$ cat src/rtl/hedios_serial_pkg.sv
// hedios_serial_pkg
// Shared definitions for the HEDIOS serial link (TX and RX sides).
// A HEDIOS packet is five bytes on the wire: the command byte first, then
// the 32-bit data word, least significant byte first.
// Contents:
//   - packet geometry (length, field widths, byte positions)
//   - bit receiver state encoding
//   - clks_per_bit() helper to derive the bit period from clock and baud rate

package hedios_serial_pkg;

    localparam int PACKET_LEN   = 5;
    localparam int BYTE_WIDTH   = 8;
    localparam int CMD_WIDTH    = 8;
    localparam int DATA_WIDTH   = 32;

    // Byte positions within a packet, in wire order
    localparam int CMD_BYTE_IDX = 0;
    localparam int DATA_LSB_IDX = 1;

    typedef enum logic [1:0] {
        RX_IDLE  = 2'd0,
        RX_START = 2'd1,
        RX_DATA  = 2'd2,
        RX_STOP  = 2'd3
    } rx_state_e;

    // Integer division on purpose: the bit period is rounded down, and the
    // half-bit sample point tolerates the resulting small rate error.
    function automatic int clks_per_bit(input int clk_rate, input int baud_rate);
        return clk_rate / baud_rate;
    endfunction

endpackage

$ cat src/rtl/hedios_serial_rx_if.sv
// hedios_serial_rx_if
// Groups the serial line input and the packet-level outputs of the HEDIOS
// receiver.
//   rx_line        serial input, idle high
//   packet_command command byte of the last complete packet
//   packet_data    data word of the last complete packet
//   packet_valid   one-cycle strobe, packet_* updated this cycle
//   frame_error    one-cycle strobe, stop bit sampled low
//   timeout_error  one-cycle strobe, partial packet dropped on an idle gap
//   busy           packet partially received or byte in flight
// Modports: master = the receiver, slave = the line driver / packet consumer.

interface hedios_serial_rx_if;
    import hedios_serial_pkg::*;

    logic                  rx_line;
    logic [CMD_WIDTH-1:0]  packet_command;
    logic [DATA_WIDTH-1:0] packet_data;
    logic                  packet_valid;
    logic                  frame_error;
    logic                  timeout_error;
    logic                  busy;

    modport master (
        input  rx_line,
        output packet_command,
        output packet_data,
        output packet_valid,
        output frame_error,
        output timeout_error,
        output busy
    );

    modport slave (
        output rx_line,
        input  packet_command,
        input  packet_data,
        input  packet_valid,
        input  frame_error,
        input  timeout_error,
        input  busy
    );

endinterface

$ cat src/rtl/hedios_serial_rx_serial_rx.sv
// serial_rx
// 8N1 bit receiver: two-flop synchroniser followed by the IDLE/START/DATA/STOP
// state machine. Bits are sampled in the middle of each bit period.
// Ports:
//   clk, rst     system clock, synchronous active-high reset
//   rx_async     raw serial line, idle high
//   rx_byte      last assembled byte, valid while byte_valid is high
//   byte_valid   one-cycle strobe, byte received with a good stop bit
//   byte_error   one-cycle strobe, stop bit sampled low
//   active       a start bit has been confirmed and the byte is in flight

module serial_rx
    import hedios_serial_pkg::*;
#(
    parameter int CLKS_PER_BIT = 100
) (
    input  logic                  clk,
    input  logic                  rst,
    input  logic                  rx_async,
    output logic [BYTE_WIDTH-1:0] rx_byte,
    output logic                  byte_valid,
    output logic                  byte_error,
    output logic                  active
);

    localparam int HALF_BIT = CLKS_PER_BIT / 2;
    localparam int CNT_W    = $clog2(CLKS_PER_BIT);

    // The synchroniser resets low so that a line held low out of reset never
    // looks like an idle-high line; the receiver arms only on a real high.
    logic [1:0]            sync_q, sync_d;
    logic                  line;
    rx_state_e             state_q, state_d;
    logic [CNT_W-1:0]      cnt_q, cnt_d;
    logic [2:0]            bit_idx_q, bit_idx_d;
    logic [BYTE_WIDTH-1:0] shift_q, shift_d;
    logic                  armed_q, armed_d;
    logic                  byte_valid_q, byte_valid_d;
    logic                  byte_error_q, byte_error_d;

    assign line = sync_q[1];

    always_ff @(posedge clk) begin
        if (rst) begin
            sync_q       <= 2'b00;
            state_q      <= RX_IDLE;
            cnt_q        <= '0;
            bit_idx_q    <= '0;
            shift_q      <= '0;
            armed_q      <= 1'b0;
            byte_valid_q <= 1'b0;
            byte_error_q <= 1'b0;
        end else begin
            sync_q       <= sync_d;
            state_q      <= state_d;
            cnt_q        <= cnt_d;
            bit_idx_q    <= bit_idx_d;
            shift_q      <= shift_d;
            armed_q      <= armed_d;
            byte_valid_q <= byte_valid_d;
            byte_error_q <= byte_error_d;
        end
    end

    always_comb begin
        sync_d       = {sync_q[0], rx_async};
        state_d      = state_q;
        cnt_d        = cnt_q;
        bit_idx_d    = bit_idx_q;
        shift_d      = shift_q;
        armed_d      = armed_q | line;
        byte_valid_d = 1'b0;
        byte_error_d = 1'b0;

        unique case (state_q)
            RX_IDLE: begin
                cnt_d     = '0;
                bit_idx_d = '0;
                if (armed_q && !line) begin
                    state_d = RX_START;
                end
            end

            // A start bit that is gone by mid-bit was a glitch; drop it quietly.
            RX_START: begin
                if (cnt_q == CNT_W'(HALF_BIT - 1)) begin
                    cnt_d   = '0;
                    state_d = line ? RX_IDLE : RX_DATA;
                end else begin
                    cnt_d = cnt_q + 1'b1;
                end
            end

            RX_DATA: begin
                if (cnt_q == CNT_W'(CLKS_PER_BIT - 1)) begin
                    cnt_d     = '0;
                    shift_d   = {line, shift_q[BYTE_WIDTH-1:1]};
                    bit_idx_d = bit_idx_q + 1'b1;
                    if (bit_idx_q == 3'd7) begin
                        state_d = RX_STOP;
                    end
                end else begin
                    cnt_d = cnt_q + 1'b1;
                end
            end

            // Leave at mid stop bit so a back-to-back start edge is never missed.
            RX_STOP: begin
                if (cnt_q == CNT_W'(CLKS_PER_BIT - 1)) begin
                    cnt_d   = '0;
                    state_d = RX_IDLE;
                    if (line) begin
                        byte_valid_d = 1'b1;
                    end else begin
                        byte_error_d = 1'b1;
                    end
                end else begin
                    cnt_d = cnt_q + 1'b1;
                end
            end

            default: state_d = RX_IDLE;
        endcase
    end

    // shift_q is untouched until the next byte's first data sample, so it is
    // stable while the registered byte_valid strobe is high.
    assign rx_byte    = shift_q;
    assign byte_valid = byte_valid_q;
    assign byte_error = byte_error_q;
    assign active     = (state_q == RX_DATA) || (state_q == RX_STOP);

endmodule

$ cat src/rtl/hedios_serial_rx.sv
// hedios_serial_rx
// HEDIOS packet receiver: bit receiver plus packet assembler. Collects five
// bytes (command, then data LSB first) and presents each complete packet
// with a one-cycle packet_valid strobe. A bad stop bit or an idle gap longer
// than TIMEOUT_BITS bit periods inside a packet discards the partial packet.
// Parameters:
//   CLK_RATE      clk frequency in Hz
//   BAUD_RATE     line bit rate; CLK_RATE/BAUD_RATE must be at least 8
//   TIMEOUT_BITS  maximum idle gap between bytes of one packet, in bit periods
// Ports:
//   clk, rst      system clock, synchronous active-high reset
//   bus           hedios_serial_rx_if.master (rx_line in, packet/strobe outputs)

module hedios_serial_rx
    import hedios_serial_pkg::*;
#(
    parameter int CLK_RATE     = 100_000_000,
    parameter int BAUD_RATE    = 1_000_000,
    parameter int TIMEOUT_BITS = 20
) (
    input  logic               clk,
    input  logic               rst,
    hedios_serial_rx_if.master bus
);

    localparam int CLKS_PER_BIT = clks_per_bit(CLK_RATE, BAUD_RATE);
    localparam int TIMEOUT_CLKS = TIMEOUT_BITS * CLKS_PER_BIT;
    localparam int TO_W         = $clog2(TIMEOUT_CLKS + 1);
    localparam int IDX_W        = $clog2(PACKET_LEN);
    localparam int PKT_W        = PACKET_LEN * BYTE_WIDTH;

    logic [BYTE_WIDTH-1:0] rx_byte;
    logic                  byte_valid;
    logic                  byte_error;
    logic                  rx_active;

    serial_rx #(
        .CLKS_PER_BIT(CLKS_PER_BIT)
    ) u_serial_rx (
        .clk       (clk),
        .rst       (rst),
        .rx_async  (bus.rx_line),
        .rx_byte   (rx_byte),
        .byte_valid(byte_valid),
        .byte_error(byte_error),
        .active    (rx_active)
    );

    logic [IDX_W-1:0]      idx_q, idx_d;
    logic [PKT_W-1:0]      asm_q, asm_d;
    logic [TO_W-1:0]       to_cnt_q, to_cnt_d;
    logic [CMD_WIDTH-1:0]  cmd_q, cmd_d;
    logic [DATA_WIDTH-1:0] data_q, data_d;
    logic                  packet_valid_q, packet_valid_d;
    logic                  frame_error_q, frame_error_d;
    logic                  timeout_error_q, timeout_error_d;

    always_ff @(posedge clk) begin
        if (rst) begin
            idx_q           <= '0;
            asm_q           <= '0;
            to_cnt_q        <= '0;
            cmd_q           <= '0;
            data_q          <= '0;
            packet_valid_q  <= 1'b0;
            frame_error_q   <= 1'b0;
            timeout_error_q <= 1'b0;
        end else begin
            idx_q           <= idx_d;
            asm_q           <= asm_d;
            to_cnt_q        <= to_cnt_d;
            cmd_q           <= cmd_d;
            data_q          <= data_d;
            packet_valid_q  <= packet_valid_d;
            frame_error_q   <= frame_error_d;
            timeout_error_q <= timeout_error_d;
        end
    end

    // The if/else chain gives byte_valid priority over byte_error and over
    // timeout expiry, which keeps the three strobes mutually exclusive.
    // to_cnt counts clocks since the last byte_valid, including that cycle,
    // so the error strobe lands exactly TIMEOUT_CLKS after it.
    always_comb begin
        idx_d           = idx_q;
        asm_d           = asm_q;
        to_cnt_d        = to_cnt_q;
        cmd_d           = cmd_q;
        data_d          = data_q;
        packet_valid_d  = 1'b0;
        frame_error_d   = 1'b0;
        timeout_error_d = 1'b0;

        if (byte_valid) begin
            asm_d[{idx_q, 3'b000} +: BYTE_WIDTH] = rx_byte;
            to_cnt_d = TO_W'(1);
            if (idx_q == IDX_W'(PACKET_LEN - 1)) begin
                cmd_d          = asm_d[CMD_BYTE_IDX*BYTE_WIDTH +: CMD_WIDTH];
                data_d         = asm_d[DATA_LSB_IDX*BYTE_WIDTH +: DATA_WIDTH];
                packet_valid_d = 1'b1;
                idx_d          = '0;
            end else begin
                idx_d = idx_q + 1'b1;
            end
        end else if (byte_error) begin
            frame_error_d = 1'b1;
            idx_d         = '0;
            to_cnt_d      = '0;
        end else if (idx_q != '0 && !rx_active) begin
            if (to_cnt_q == TO_W'(TIMEOUT_CLKS - 1)) begin
                timeout_error_d = 1'b1;
                idx_d           = '0;
                to_cnt_d        = '0;
            end else begin
                to_cnt_d = to_cnt_q + 1'b1;
            end
        end else if (idx_q == '0) begin
            to_cnt_d = '0;
        end
    end

    assign bus.packet_command = cmd_q;
    assign bus.packet_data    = data_q;
    assign bus.packet_valid   = packet_valid_q;
    assign bus.frame_error    = frame_error_q;
    assign bus.timeout_error  = timeout_error_q;
    assign bus.busy           = (idx_q != '0) || rx_active;

endmodule

$ cat src/flat_wrapper.sv
// flat-port wrapper written by rule: the top's interface ports become plain ports
module hedios_serial_rx_flat import hedios_serial_pkg::*;
#(
    parameter int CLK_RATE     = 100_000_000,
    parameter int BAUD_RATE    = 1_000_000,
    parameter int TIMEOUT_BITS = 20
)
  (clk, rst, bus_rx_line, bus_packet_command, bus_packet_data, bus_packet_valid, bus_frame_error, bus_timeout_error, bus_busy);
  hedios_serial_rx_if bus_i ();
  input  logic clk;
  input  logic rst;
  input wire logic [$bits(bus_i.rx_line)-1:0] bus_rx_line;
  output wire logic [$bits(bus_i.packet_command)-1:0] bus_packet_command;
  output wire logic [$bits(bus_i.packet_data)-1:0] bus_packet_data;
  output wire logic [$bits(bus_i.packet_valid)-1:0] bus_packet_valid;
  output wire logic [$bits(bus_i.frame_error)-1:0] bus_frame_error;
  output wire logic [$bits(bus_i.timeout_error)-1:0] bus_timeout_error;
  output wire logic [$bits(bus_i.busy)-1:0] bus_busy;
  assign bus_i.rx_line = bus_rx_line;
  assign bus_packet_command = bus_i.packet_command;
  assign bus_packet_data = bus_i.packet_data;
  assign bus_packet_valid = bus_i.packet_valid;
  assign bus_frame_error = bus_i.frame_error;
  assign bus_timeout_error = bus_i.timeout_error;
  assign bus_busy = bus_i.busy;
  hedios_serial_rx #(.CLK_RATE(CLK_RATE), .BAUD_RATE(BAUD_RATE), .TIMEOUT_BITS(TIMEOUT_BITS)) u_core (.clk(clk), .rst(rst), .bus(bus_i));
endmodule
$ cat config.mk
export PLATFORM = sky130hd
export DESIGN_NAME = hedios_serial_rx_flat
export DESIGN_NICKNAME = d
export VERILOG_FILES = /design/src/rtl/hedios_serial_pkg.sv /design/src/rtl/hedios_serial_rx_if.sv /design/src/rtl/hedios_serial_rx_serial_rx.sv /design/src/rtl/hedios_serial_rx.sv /design/src/flat_wrapper.sv
export SDC_FILE = /design/constraint.sdc
export NUM_CORES = 1
export LEC_CHECK = 0
export ABC_AREA = 1
export BUFFER_PORTS_ARGS = -buffer_cell sky130_fd_sc_hd__buf_2
export CAP_MARGIN = 20
export CORE_MARGIN = 2
export CORE_UTILIZATION = 51
export CTS_CLUSTER_DIAMETER = 40
export DETAILED_ROUTE_END_ITERATION = 7
export PLACE_DENSITY = 0.7
export SLEW_MARGIN = 20
export SYNTH_ARGS = -nofsm -noshare
export SYNTH_HDL_FRONTEND = slang
export SYNTH_SLANG_ARGS = --single-unit
export TNS_END_PERCENT = 30
$ cat constraint.sdc
create_clock -name clk -period 4.9 [get_ports clk]
set_input_delay 0.49 -clock clk [delete_from_list [all_inputs] [get_ports clk]]
set_output_delay 0.49 -clock clk [all_outputs]
set_load 0.01 [all_outputs]
==> flow_summary.ini, run 1 <==
[worst_hold_path]
min_to = u_core.u_serial_rx.sync_q[0]
hold-path-cell-count = 3
hold_class = in2reg
worstHoldStart = bus_rx_line

[clock_tree]
insertion_delay_ns = 0.51
cts_buffers = 17
clkTransAtPathRegs_ns = 0.06
cts_sinks = 122
cts_tree = done
cts_root_buf = clkbuf_8
cts-htree-levels = 4
post_cts_buffers = 0
ctsHoldBuffers = 0
clockBufferDepth = 2
cts-resized-gates = 0

[finish]
diodes = 0
drive_above_1_share = 0.166
final_area_um2 = 6110
layout.cells.non_filler = 877
multi_input_area_um2 = 2240
finish.utilization = 0.597
nets = 741
area_growth_pct = 15.1
nFillCells = 935
regArea_um2 = 2440

[timing]
period_share = 0.509
rsz0062_at_grt = false
fin_skew_ns = 0.0120
worst_pin_slew_ns = 0.926
fmax_mhz = 401
slew_headroom = 0.383
setup_viol = 0
report.final.slew_viol_count = 0
hold_viol = 0
fin_ws_ns = 2.41
setup-tns-final_ns = 0
fin_crit_ns = 2.49

[logic_synthesis]
synthArstFlopShare = 0
netlist_top_cells_area = dfxtp_1, nand2_1, inv_1, o211ai_1, o21ai_2
syn_area_per_cell_um2 = 7.68
yosys.cell_types.count = 31
ys_ff_latch = 122
ys.flop_type = dfxtp_1
yosys.cell_count.top_type = nand2_1
ys_warn_count = 0
synthCells = 691
ys_top_cells_by_count = nand2_1, dfxtp_1, inv_1
synth_edf_count = 0
synth_top_area_share = 0.460
synth_nets = 704
yosysSeqAreaShare = 0.460
yosysTopAreaCell = dfxtp_1
synth_area_um2 = 5300

[floorplanning]
die_h_um = 106
core_um2 = 10200
start_util = 0.518
ios = 47
dieArea_um2 = 11200
die_w_um = 106
row_count = 37

[route]
drt_pass1_iterations = 5
drtAntennaViolNets = 0
drt_iter0_drc = 206
drc = 0
vias_per_cell = 5.10
drt-total-wl_um = 11000
wl_per_cell_um = 12.5
vias = 4476

[global_route]
antenna_found_initial = 0
grt_pass1_wl_um = 19400
grt_max_degree = 64
grt-ovfl-total = 0
grtUsageTotal = 0.211
grt_pass1_vias = 4295

[critical_path]
end_kind = flip-flop
path_max_fanout = 63
criticalPathCategory = reg2reg
crit_start = u_core.idx_q[0]
r2r-end = u_core.bus.packet_data[25]
cp.arrival_ns = 2.90
r2r_slack_ns = 2.41
required_ns = 5.31
worstSetupStartpointType = flip-flop
rr_worst_depth = 8
rr_startpoint = u_core.idx_q[0]

[place]
pre_cts_ws_ns = 2.42
hpwlAfterDp_um = 7410
dpl_cell_area_um2 = 5550
place_congestion = 0.871
dp.cells = 845
place.port_buffers = 46

[power_and_ir_drop]
peakVddDrop_mv = 0.193
powerDensity_nw_per_um2 = 372
power_leakage_uw = 0.00277

[run]
max_cap_violations = 0

[status]
status = completed
## power breakdown
group / switching (uW) / internal, uW
clock network: 473 / 681
registers: 12.9 / 1000
logic: 69.0 / 30.9
## placed cells by master, fill, tap and decap left out
master      netlist  routed
xnor2_1           1       1
o21ai_0          31      31
o21ai_2          25      25
clkinv_4          0       4
inv_6             0       5
a21oi_1          27      27
o22ai_1          35      35
or2_2             2       2
o21a_1            2       2
clkbuf_8          0       1
inv_1           117     117
ha_1             10      10
nor4_1            1       1
nand4_1           6       6
clkinv_2          0       1
nand3b_1          2       2
nand4_2           1       1
xor2_1            4       4
nor3_1            4       4
nand2_2           5       5
buf_2            13      46
nor2_4            4       4
o211ai_1         30      30
clkinvlp_4        0       4
nand3_2           3       3
clkbuf_16         0      16
dfxtp_1         122     122
o21ai_1          13      13
nand3_1          21      21
a31oi_1           1       1
nand2_1         147     147
buf_4             1       2
inv_2             3       3
nor2_1           44      44
bufinv_16         0       1
## cell families (layout without fill, tap and decap cells)
group,Yosys count,count (layout),synth area share
xor+xnor,5,5,0.00826
flops,122,122,0.460
buf+inv,150,200,0.117
fa+ha+maj,10,10,0.0236
simple gates,240,240,0.195
compound gates,164,164,0.196
## cell type report
cell class,count,area share
Tap cell,136,0.0279
Timing Repair Buffer,48,0.0402
Clock buffer,17,0.0678
Inverter,120,0.0738
Clock inverter,15,0.0236
Multi-Input combinational cell,419,0.367
Sequential cell,122,0.400
## metal layers
metal	vias to the layer above	GRT usage	routed length, um
met5	-	0	0
met4	0	0.0799	157
met3	15	0.0399	518
met2	105	0.347	5120
met1	2036	0.276	5160
li1	2320	-	-
## worst max path at each step
stage,endpoint,cells after the start
floorplan,u_core.asm_q[35],9
global placement,u_core.bus.packet_data[29],8
detailed placement,u_core.bus.packet_data[25],8
CTS,u_core.bus.packet_data[20],8
global route,u_core.bus.packet_data[15],8
finish,u_core.bus.packet_data[25],8
## through the flow
step | hold slack [ns] | total power [uW]
2_1_floorplan | 0.388 | 1120
3_3_place_gp | 0.391 | 1140
3_5_place_dp | 0.395 | 1140
4_1_cts | 0.170 | 2290
5_1_grt | 0.198 | 2360
6_report | 0.175 | 2270
## critical path, stage by stage (launching register included)
cell and delay [ns]:
dfxtp_1 0.38, inv_2 0.13, ha_1 0.21, ha_1 0.18, nand2_1 0.33, inv_2 0.81, nand2_1 0.15, o211ai_1 0.12
inv_1 0.06
## state kept, by name, indices dropped and copies added, names as in the netlist, named ones only
signal                         flops
u_core.bus.packet_command          8
u_core.bus.timeout_error           1
u_core.asm_q                      40
u_core.bus.frame_error             1
u_core.u_serial_rx.cnt_q           7
u_core.u_serial_rx.byte_valid      1
u_core.to_cnt_q                   11
u_core.bus.packet_data            32
u_core.idx_q                       3
u_core.u_serial_rx.bit_idx_q       3
u_core.u_serial_rx.state_q         1
u_core.u_serial_rx.byte_error      1
u_core.u_serial_rx.armed_q         1
u_core.bus.packet_valid            1
u_core.u_serial_rx.sync_q          2
u_core.u_serial_rx.rx_byte         8
(Power assumes the default switching activity.)
==> run 2: changes to the inputs <==
==> constraint.sdc (replaced) <==
create_clock -name clk -period 2.52 [get_ports clk]
set_input_delay 0.252 -clock clk [delete_from_list [all_inputs] [get_ports clk]]
set_output_delay 0.252 -clock clk [all_outputs]
set_load 0.01 [all_outputs]
==> flow_summary.ini, run 2 (synthesis gave the netlist of run 1 again) <==
[clock_tree]
cts_root_buf = clkbuf_8
cts_sinks = 122
post_cts_buffers = 0
insertion_delay_ns = 0.51
cts_tree = done
cts-htree-levels = 4
cts_buffers = 17
clockBufferDepth = 2
clkTransAtPathRegs_ns = 0.05

[floorplanning]
start_util = 0.518
row_count = 37
ios = 47
die_h_um = 106
core_um2 = 10200
dieArea_um2 = 11200
die_w_um = 106

[route]
wl_met1_um = 5490
wl_per_cell_um = 13.1
drt-total-wl_um = 11500
vias = 4496
drc = 0
drt_pass1_iterations = 5
vias_per_cell = 5.10
wl_met3_um = 493
drtAntennaViolNets = 0
highest_layer = met4
drt_iter0_drc = 287
wl_met2_um = 5350

[run]
max_cap_violations = 0

[finish]
area_growth_pct = 16.5
drive_above_1_share = 0.164
regMostFlops = u_core.asm_q
diodes = 0
layout_common_cells = nand2_1, dfxtp_1, inv_1
layout.cells.non_filler = 881
largest_reg_flops = 40
layout_commonest_cell = nand2_1
nets = 747

[timing]
fin_crit_ns = 2.36
setup-tns-final_ns = 0
worst_pin_slew_ns = 0.437
period_share = 0.935
hold_viol = 0
rsz0062_at_grt = true
slew_headroom = 0.708
holdWs_ns = 0.107
fin_skew_ns = 0.00766
report.final.slew_viol_count = 0
setup_viol = 0
fmax_mhz = 425

[place]
hpwlAfterDp_um = 7560
dp.cells = 850
place.port_buffers = 46
place_congestion = 0.838

[status]
status = completed

[global_route]
grtUsageTotal = 0.214
grt-ovfl-total = 0
grt_max_degree = 55
grt_pass1_vias = 4111
grt_pass1_wl_um = 19300
antenna_found_initial = 0

[power_and_ir_drop]
powerDensity_nw_per_um2 = 713
power_leakage_uw = 0.00281
peakVddDrop_mv = 0.450

[critical_path]
crit_chain = inv_2 -> ha_1 -> ha_1 -> inv_1 -> nor2_1 -> nand2_2 -> o21ai_1 -> nand2_1 -> o211ai_1 -> inv_1
required_ns = 2.91
crit_buf_inv = 3
cp.arrival_ns = 2.75
end_kind = flip-flop
criticalPathCategory = reg2reg
path_max_fanout = 16
slowest_delay_ns = 0.47
worstSetupStartpointType = flip-flop
worst_path_max_delay_cell = dfxtp_1
cpLargestDelayFamily = adder cells

[worst_hold_path]
hold_class = in2reg
## run 2: timing repair
| action | in CTS | in global routing |
|---|---|---|
| resized for setup | 0 | 3 |
| endpoints found under the setup margin | 0 | 8 |
| hold buffers | 1 | 0 |
| hold endpoints to repair | 1 | 0 |
## run 2: stage by stage
| step | cell area [um2] | util | setup WS (ns) | power [uW] |
|---|---|---|---|---|
| after floorplan | 5300 | - | 0.553 | 2170 |
| after global placement | 5610 | 0.548 | 0.332 | 2220 |
| after detailed placement | 5610 | 0.548 | 0.168 | 2220 |
| after CTS | 6160 | 0.602 | 0.146 | 4440 |
| after global routing | 6180 | 0.604 | -0.0455 | 4560 |
| final | 6180 | 0.604 | 0.165 | 4400 |
## run 2: worst paths after layout
kind              slack (ns)                          from                      endpoint  cells after the start
setup reg to reg        0.16               u_core.idx_q[0]    u_core.bus.packet_data[18]                     10
hold / removal          0.11                           rst  u_core.u_serial_rx.sync_q[0]                      2
setup / recovery        0.16               u_core.idx_q[0]    u_core.bus.packet_data[18]                     10
hold reg to reg         0.40  u_core.u_serial_rx.sync_q[0]  u_core.u_serial_rx.sync_q[1]                      2
## run 2: layout make-up
cell class              instances  area, um2
flip-flops and latches        122       2440
clock inverters                 8       97.6
well taps                     136        170
fillers                       901       4050
clock buffers                  22        443
multi-input cells             419       2260
repair buffers                 54        318
inverters                     120        450
## run 2: power breakdown
group / switching, uW / total, uW / internal [uW]
Clock: 808 / 2220 / 1420
Combinational: 138 / 202 / 64.2
Sequential: 25.6 / 1980 / 1950
Total: 971 / 4400 / 3430
## run 2: layer usage
metal,GRT usage,vias up
met5,0,-
li1,-,2326
met2,0.344,117
met3,0.0497,21
met1,0.282,2032
met4,0.0789,0
## run 2: worst reg2reg max path, stage by stage, from the launching register on
cell and delay (ns):
dfxtp_1 0.47, inv_2 0.11, ha_1 0.26, ha_1 0.32
inv_1 0.07, nor2_1 0.23, nand2_2 0.28, o21ai_1 0.28
nand2_1 0.07, o211ai_1 0.08, inv_1 0.07
